--- config.mk ---
export PLATFORM = sky130hd
export DESIGN_NAME = mem_stage_lsu
export DESIGN_NICKNAME = d
export VERILOG_FILES = /design/src/rtl/mem_stage_lsu.sv
export SDC_FILE = /design/constraint.sdc
export NUM_CORES = 1
export LEC_CHECK = 0
export CAP_MARGIN = 40
export CORE_MARGIN = 2
export CORE_UTILIZATION = 51
export CTS_CLUSTER_DIAMETER = 30
export DETAILED_ROUTE_END_ITERATION = 10
export GPL_ROUTABILITY_DRIVEN = 1
export HOLD_SLACK_MARGIN = 0.05
export PLACE_DENSITY_LB_ADDON = 0.25
export RECOVER_POWER = 50
export SLEW_MARGIN = 25
export SYNTH_ARGS = -nofsm -noshare
export SYNTH_HDL_FRONTEND = slang
export SYNTH_SLANG_ARGS = --single-unit
--- constraint.sdc ---
create_clock -name clk -period 4.9 [get_ports clk]
set_input_delay 0.735 -clock clk [delete_from_list [all_inputs] [get_ports clk]]
set_output_delay 0.735 -clock clk [all_outputs]
set_load 0.03 [all_outputs]
--- src/rtl/mem_stage_lsu.sv ---
// Memory-stage load/store unit: one outstanding data-memory access with a request/grant/response
// handshake, byte-lane alignment, store-data replication and load extension.
module mem_stage_lsu #(
   parameter int MAX_WAIT = 255
) (
   input  logic        clk,
   input  logic        reset,
   input  logic        ex_valid_in,
   input  logic        mem_read_in,
   input  logic        mem_write_in,
   input  logic [2:0]  funct3_in,
   input  logic [31:0] addr_in,
   input  logic [31:0] store_data_in,
   output logic        dmem_req_out,
   output logic        dmem_we_out,
   output logic [31:0] dmem_addr_out,
   output logic [3:0]  dmem_be_out,
   output logic [31:0] dmem_wdata_out,
   input  logic        dmem_gnt_in,
   input  logic        dmem_rvalid_in,
   input  logic [31:0] dmem_rdata_in,
   output logic [31:0] ram_output_out,
   output logic        stall_out,
   output logic        error_out
);

   typedef enum logic [1:0] {S_IDLE, S_REQ, S_WAIT, S_DONE} state_t;

   state_t      state;
   logic [1:0]  off_q;
   logic [2:0]  f3_q;
   logic [15:0] cnt;
   logic        err_q;

   logic        access;
   logic        f3_ok;
   logic        align_ok;
   logic        legal;
   logic        timeout;
   logic [3:0]  be_n;
   logic [31:0] wdata_n;
   logic [31:0] shifted;
   logic [31:0] load_ext;

   // NOTE: every signal assigned in an always_comb gets a default first, so no path can
   // leave it unassigned and infer a latch.
   always_comb begin
      f3_ok    = 1'b0;
      align_ok = 1'b0;
      be_n     = 4'b1111;
      wdata_n  = '0;
      access   = ex_valid_in & (mem_read_in | mem_write_in);

      case (funct3_in)
         3'b000, 3'b001, 3'b010: f3_ok = 1'b1;
         3'b100, 3'b101:         f3_ok = mem_read_in;
         default:                f3_ok = 1'b0;
      endcase

      case (funct3_in[1:0])
         2'b00:   align_ok = 1'b1;
         2'b01:   align_ok = ~addr_in[0];
         2'b10:   align_ok = (addr_in[1:0] == 2'b00);
         default: align_ok = 1'b0;
      endcase

      legal = f3_ok & align_ok & ~(mem_read_in & mem_write_in);

      if (mem_write_in) begin
         case (funct3_in[1:0])
            2'b00: begin
               be_n    = 4'b0001 << addr_in[1:0];
               wdata_n = {4{store_data_in[7:0]}};
            end
            2'b01: begin
               be_n    = 4'b0011 << addr_in[1:0];
               wdata_n = {2{store_data_in[15:0]}};
            end
            default: begin
               be_n    = 4'b1111;
               wdata_n = store_data_in;
            end
         endcase
      end
   end

   // Bring the addressed lane down to bit 0, then extend by the latched access width.
   always_comb begin
      shifted = dmem_rdata_in >> {off_q, 3'b000};
      case (f3_q)
         3'b000:  load_ext = {{24{shifted[7]}}, shifted[7:0]};
         3'b001:  load_ext = {{16{shifted[15]}}, shifted[15:0]};
         3'b100:  load_ext = {24'h0, shifted[7:0]};
         3'b101:  load_ext = {16'h0, shifted[15:0]};
         default: load_ext = shifted;
      endcase
   end

   assign timeout   = (cnt == 16'(MAX_WAIT - 1));
   assign stall_out = (state == S_IDLE && access && legal) || state == S_REQ || state == S_WAIT;
   assign error_out = (state == S_IDLE && access && !legal) || err_q;

   // NOTE: sequential state uses non-blocking assignments only, so every register samples
   // the pre-edge values regardless of statement order.
   always_ff @(posedge clk or negedge reset) begin
      if (!reset) begin
         state          <= S_IDLE;
         off_q          <= '0;
         f3_q           <= '0;
         cnt            <= '0;
         err_q          <= 1'b0;
         dmem_req_out   <= 1'b0;
         dmem_we_out    <= 1'b0;
         dmem_addr_out  <= '0;
         dmem_be_out    <= '0;
         dmem_wdata_out <= '0;
         ram_output_out <= '0;
      end else begin
         err_q <= 1'b0;
         case (state)
            S_IDLE: begin
               if (access && legal) begin
                  off_q          <= addr_in[1:0];
                  f3_q           <= funct3_in;
                  dmem_we_out    <= mem_write_in;
                  dmem_addr_out  <= {addr_in[31:2], 2'b00};
                  dmem_be_out    <= be_n;
                  dmem_wdata_out <= wdata_n;
                  dmem_req_out   <= 1'b1;
                  cnt            <= '0;
                  state          <= S_REQ;
               end
            end
            S_REQ: begin
               if (dmem_gnt_in && dmem_we_out) begin
                  dmem_req_out <= 1'b0;
                  state        <= S_DONE;
               end else if (timeout) begin
                  dmem_req_out <= 1'b0;
                  err_q        <= 1'b1;
                  if (!dmem_we_out) ram_output_out <= '0;
                  state        <= S_DONE;
               end else if (dmem_gnt_in) begin
                  dmem_req_out <= 1'b0;
                  cnt          <= cnt + 16'd1;
                  state        <= S_WAIT;
               end else begin
                  cnt <= cnt + 16'd1;
               end
            end
            S_WAIT: begin
               if (dmem_rvalid_in) begin
                  ram_output_out <= load_ext;
                  state          <= S_DONE;
               end else if (timeout) begin
                  ram_output_out <= '0;
                  err_q          <= 1'b1;
                  state          <= S_DONE;
               end else begin
                  cnt <= cnt + 16'd1;
               end
            end
            default: state <= S_IDLE;
         endcase
      end
   end

endmodule
==> impl_results.md, run 1 <==
- Share of layout cells above drive strength 1: 12.3%
- Crit. End Element: primary output
- Post_cts resized: 0
- PwrDens: 651 nW/um^2
- Synth area leader: dfrtp_1
- Mean Syn Cell Area: 10.3 um^2
- Max-cap violations: 1
- Die width: 118 um
- Routed len/inst: 18.6 um
- Synth cell count leaders: dfrtp_1, nand2_1, o21ai_0
- Critical path cell sequence: clkdlybuf4s50_1 > nor4_4 > a21oi_1 > or4_4 > nand2_1 > clkdlybuf4s50_1
- Total CTS buffers: 17
- Max Clock Skew: 0.0105 ns
- Crit-path most repeated cell: clkdlybuf4s50_1
- Postcts setup bufs: 0
- Initial detailed-routing violation count: 459
- Post-synthesis sequential area ratio: 46.7%
- Reg clk slew, reported paths: 0.05 ns
- CTS sink cnt: 124
- Fin Setup TNS: 0 ns
- Post-detail-place hpwl: 13500 um
- Clock tree buffer depth: 2
- RSZ-0062 raised after global routing: no
- Synthesis-to-layout area growth: 40.7%
- Crit path kind: input port to primary output
- 1st-pass router iterations: 7
- Fmax: 251 MHz
- Post-synth EDFFs: 0
- CP max stage cell: or4_4
- Ys async rst share: 100%
- Total GRT Usage: 27.6%
- Global-route wire length before repair: 30700 um
- Root Driver: clkbuf_16
- Non-Filler Instances: 1020
- Hold Vio Cnt, Final: 0
- Final hold slack: 0.202 ns
- Core area: 12700 um^2
- Tmin final: 3.98 ns
- # IOs: 210
- Top post-synthesis cells by area: dfrtp_1, mux2_4, nand2_1
- Most frequent cell after synthesis: dfrtp_1
- NumNets Final: 947
- Via count: 5828
- Die ar.: 14000 um^2
- Grt ovf: 0
- Vias per inst: 5.71
- H-tree Lvls: 4
- Post-CTS Hold Buffers: 0
- Final period util: 81.2%
- Mapped Cells: 647
- Data arrival, critical path: 3.24 ns
- Status: finished, violations left
- HP Class: input port to asynchronous set/reset pin
- Worst skew pair latency: 0.42 ns
- Failing checks: max-capacitance violations, max-slew violations
- Synthesis Warnings: 0
- Worst path max stage delay: 0.67 ns
- DR top layer: met4
- Initial Utilization: 52.4%
- Setup Viol. Count Final: 0
- Wl on met1: 7810 um
- Synth unique cells: 57
- Largest net degree at the start of global routing: 60
- Total Routed Length: 19000 um
- Final slew viol count: 54
- CP Max Fanout: 32
- Syn Std Cell Area: 6640 um^2
- Rows: 41
- Dominant synthesized flop cell: dfrtp_1
- Startpoint types: input port
- #FFs+latches synth: 124
- Gp weighted congestion: 0.883
- Met2 WL post-DR: 9390 um
- Die Y: 118 um
- Leak: 4.21 nW
- CTS tree: done
- Placed cell count: 987
- Relative slew slack: -93.8%
- Diode count: 0
- Number of global-route vias before repair: 5820
- Port buffer count: 207
- Critical Path RT: 4.16 ns
- Share of the synthesized area in the top cell type: 46.7%
- Worst-Margin Slew: 2.91 ns
- Fillers: 904
- Initial antenna violation count: 0
- VDD IR max: 0.448 mV
- Residual DRC count: 0
- Met3 wire length: 1280 um
- Final ANT Viol Nets: 0
[area by class of cell]
cell class	count	area [um^2]	share of cell area (%)
tap	172	215	2.30
clock buffer	21	450	4.82
multi-input combinational	464	3250	34.8
sequential	124	3100	33.2
clock inverter	11	120	1.28
inverter	9	33.8	0.361
timing repair buffer	219	2170	23.3
[layout by cell type, fill, tap and decap left out, drive strengths merged, types with 3 or more instances in the layout]
cell / instances
nor4: 5
a21boi: 9
mux2: 55
clkinv: 6
and4: 3
nor2b: 10
buf: 9
o31ai: 29
nand3: 11
nor2: 9
inv: 9
ha: 6
nand2: 123
clkbuf: 25
clkinvlp: 3
a21oi: 14
a2111oi: 7
a211oi: 9
and3: 3
dfrtp: 124
a31oi: 4
nand2b: 3
and2: 6
o21ai: 71
a21o: 10
o41ai: 4
or4: 6
o21a: 12
dlygate4sd3: 50
mux2i: 28
clkdlybuf4s50: 156
[per-layer routing]
| layer | up-vias | GRT usage, % |
|---|---|---|
| met5 | - | 0 |
| met4 | 0 | 11.1 |
| met3 | 42 | 6.73 |
| met2 | 239 | 45.8 |
| met1 | 2851 | 34.7 |
| li1 | 2696 | - |
[per-stage QoR]
| stage | util, % | setup WS, ns | power, mW | instance area, um^2 |
|---|---|---|---|---|
| floorplan | - | 1.79 | 3.73 | 6650 |
| global placement | 68.9 | 1.01 | 4.79 | 8730 |
| detailed placement | 69.3 | 0.950 | 4.92 | 8780 |
| CTS | 73.8 | 0.944 | 6.17 | 9350 |
| global route | 73.8 | 0.472 | 6.39 | 9350 |
| finish | 73.8 | 0.923 | 6.08 | 9350 |
[worst paths after layout]
kind | cells past startpoint | slack (ns) | start | to
worst max-delay path | 6 | 0.92 | addr_in[0] | stall_out
worst min-delay path | 1 | 0.20 | reset | dmem_addr_out[23]
worst max register to register | 7 | 1.82 | cnt[0] | ram_output_out[30]
worst min register to register | 2 | 0.47 | dmem_wdata_out[26] | dmem_wdata_out[26]
max in group asynchronous | 3 | 1.21 | reset | dmem_wdata_out[30]
min in group clk | 2 | 0.47 | dmem_wdata_out[26] | dmem_wdata_out[26]
[report_power, final]
part / switching, mW / internal [mW]
Combinational: 1.87 / 1.29
Sequential: 0.284 / 1.43
Clock: 0.450 / 0.758
[worst max-delay path: cells and delay by family]
kind,cells,cell delay (ns)
AND/OR/NAND/NOR,3,1.14
buffers and inverters,2,1.24
AO/OA/AOI/OAI,1,0.12
[cell families after synthesis]
kind of cell             share of synthesized area [%]
other                                           0.0565
multiplexers                                      15.6
adder cells (fa/ha/maj)                           1.28
AO/OA/AOI/OAI                                     18.3
AND/OR/NAND/NOR                                   13.3
flip-flops                                        46.7
buffers and inverters                             4.46
XOR/XNOR                                         0.264
[state kept, by name, summed over array words and instances (netlist names), 2 cells and up]
name	flops
state	2
dmem_wdata_out	32
ram_output_out	32
off_q	2
f3_q	3
dmem_addr_out	30
dmem_be_out	4
cnt	16
(Power assumes the default switching activity.)
==> run 2, diff against run 1 <==
CORE_UTILIZATION = 43   (was 51)
clock period = 3.43 ns   (was 4.9 ns; I/O delays follow)
==> impl_results.md, run 2 (synthesis gave the netlist of run 1 again) <==
- Total Routed Length: 18500 um (-2.6%)
- Global-route wire length before repair: 30000 um (-2.3%)
- RSZ-0062 raised after global routing: no
- Leak: 4.27 nW (+1.5%)
- Area occupied by multi-input gates: 3250 um^2 (unchanged)
- Initial Utilization: 43.9% (-8.6 points)
- Comb pwr share: 51.2% (-0.8 points)
- H-tree Lvls: 4 (unchanged)
- Die ar.: 16500 um^2 (+18%)
- Reg power frac: 27.5% (-0.6 points)
- Residual DRC count: 0 (unchanged)
- Internal Power: 5.18 mW (+49%)
- Fin area: 9460 um^2 (+1.2%)
- Post-detail-place hpwl: 13300 um (-1.6%)
- Rows: 45 (+9.8%)
- Worst skew pair latency: 0.41 ns (about the same)
- Number of global-route vias before repair: 5708 (-1.9%)
- Post_cts resized: 0 (unchanged)
- Die width: 128 um (+8.6%)
- Failing checks: max-capacitance violations, max-slew violations
- Crit path kind: input port to primary output
- Fin Setup TNS: 0 ns (unchanged)
- Total GRT Usage: 23.3% (-4.4 points)
- Status: finished, violations left
- Fmax: 340 MHz
- Port buffer count: 207 (unchanged)
- Share of layout cells above drive strength 1: 13.2% (+0.90 points)
- Crit. End Element: primary output
- Final ANT Viol Nets: 0 (unchanged)
- Worst-Margin Slew: 1.95 ns (-0.961 ns)
- Max-cap violations: 1 (unchanged)
- Root Driver: clkbuf_16
- Die Y: 128 um (+8.6%)
- CP Max Fanout: 8 (-75%)
- Via count: 5723 (-1.8%)
- Setup Viol. Count Final: 0 (unchanged)
- Critical Path RT: 2.92 ns (-1.24 ns)
- CTS sink cnt: 124 (unchanged)
- Total power: 8.89 mW (+46%)
- Postcts setup bufs: 0 (unchanged)
- Final slew viol count: 34 (-37%)
- Final period util: 85.8%
- Total CTS buffers: 17 (unchanged)
- Clk pwr share: 21.3% (+1.4 points)
- Grt ovf: 0 (unchanged)
- Util after Layout: 62.4% (-11 points)
- 1st-pass router iterations: 5 (-2)
- CP max stage cell: clkdlybuf4s50_1
- Reg clk slew, reported paths: 0.06 ns (about the same)
- Worst path max stage delay: 0.60 ns (-0.07 ns)
- Initial detailed-routing violation count: 478 (+4.1%)
- Tmin final: 2.94 ns
- Post-CTS Hold Buffers: 0 (unchanged)
- Fillers: 1224 (+35%)
- Worst Path Buf+Inv: 2 (unchanged)
- CTS tree: done
- Gp weighted congestion: 0.876 (-0.85%)
- Sw frac: 41.7% (-1.1 points)
- Hold Vio Cnt, Final: 0 (unchanged)
- Diode count: 0 (unchanged)
- Core area: 15100 um^2 (+20%)
- PwrDens: 940 nW/um^2 (+44%)
- # IOs: 210 (unchanged)
- Synthesis-to-layout area growth: 42.4%
- Leading cell type in the layout, fill and taps excluded: clkdlybuf4s50_1
- Max Clock Skew: 0.00779 ns (-0.00268 ns)
- DP Area: 8840 um^2 (+0.63%)
- Data arrival, critical path: 2.43 ns (-0.81 ns)
- Largest registers: dmem_wdata_out: 32 flops, ram_output_out: 32 flops, dmem_addr_out: 30 flops
- P_sw: 3.71 mW (+42%)
- Routed len/inst: 17.8 um (-4.4%)
- Crit-path leading delay family: buffers and inverters
- Reg area: 3100 um^2 (unchanged)
- VDD IR max: 0.447 mV (-0.16%)
- Largest net degree at the start of global routing: 109 (+82%)
- HP Class: flop to flop
- Vias per inst: 5.51 (-3.6%)
- NumNets Final: 950 (+0.32%)
- Initial antenna violation count: 0 (unchanged)
- Clock tree buffer depth: 2 (unchanged)
- Startpoint types: input port
- Most frequent cells in the layout: clkdlybuf4s50_1, dfrtp_1, nand2_1, o21ai_0, dlygate4sd3_1
- Final hold slack: 0.470 ns (+0.268 ns)
- Critical path cell sequence: clkdlybuf4s50_1 > nor4_4 > a21oi_1 > maj3_1 > a31o_2 > buf_4
- Relative slew slack: -29.8% (+64 points)
[run 2: cell types whose count changed in the layout (fill, tap and decap cells not counted), moves of 2 or more]
cell,previous run,this run
buf_12,0,3
buf_4,7,13
bufinv_16,2,4
clkbuf_1,5,2
clkdlybuf4s50_1,156,153
[run 2: through the flow]
step                      std cells  setup WS, ns
after floorplan                 648         0.759
after global placement         1007         0.546
after detailed placement       1007         0.507
after CTS                      1039         0.486
after global routing           1039         0.394
final                          1039         0.487
[run 2: path summary, 6_finish.rpt]
path                                      endpoint          startpoint  slack, ns  cells after the start
worst max register to register   ram_output_out[3]              cnt[0]       0.75                      8
min in group asynchronous         dmem_addr_out[6]               reset       0.63                      1
worst min-delay path            dmem_wdata_out[26]  dmem_wdata_out[26]       0.47                      2
max in group asynchronous                   cnt[5]               reset       1.03                      2
worst max-delay path                     error_out        funct3_in[0]       0.49                      6
worst min register to register  dmem_wdata_out[26]  dmem_wdata_out[26]       0.47                      2
[run 2: area by class of cell]
type / count / area share [%]
clock buffers: 20 / 4.83
clock inverters: 12 / 1.79
inverters: 9 / 0.357
multi-input cells: 464 / 34.4
flip-flops and latches: 124 / 32.8
well taps: 188 / 2.49
repair buffers: 222 / 23.4
[run 2: per-layer routing]
metal	part of all wire [%]	vias up	track usage [%]	wire length, um
li1	-	2701	-	-
met1	42	2774	29.5	7830
met2	47	214	37.0	8740
met3	7.7	34	7.18	1420
met4	2.8	0	9.76	520
met5	0	-	0	0
[run 2: worst register-to-register path, delay by kind of cell (launching register included)]
kind            cells  cell delay (ns)
simple gates        2             0.80
flops               1             0.45
fa+ha+maj           1             0.17
compound gates      3             0.77
buf+inv             2             0.43
[run 2: power by group through the flow]
stage	logic [mW]	clock network [mW]	registers, mW
3_5_place_dp	4.64	0	2.46
4_1_cts	4.66	1.92	2.46
3_3_place_gp	4.54	0	2.45
5_1_grt	4.85	2.00	2.52
2_1_floorplan	1.95	0	3.39
6_report	4.55	1.90	2.44
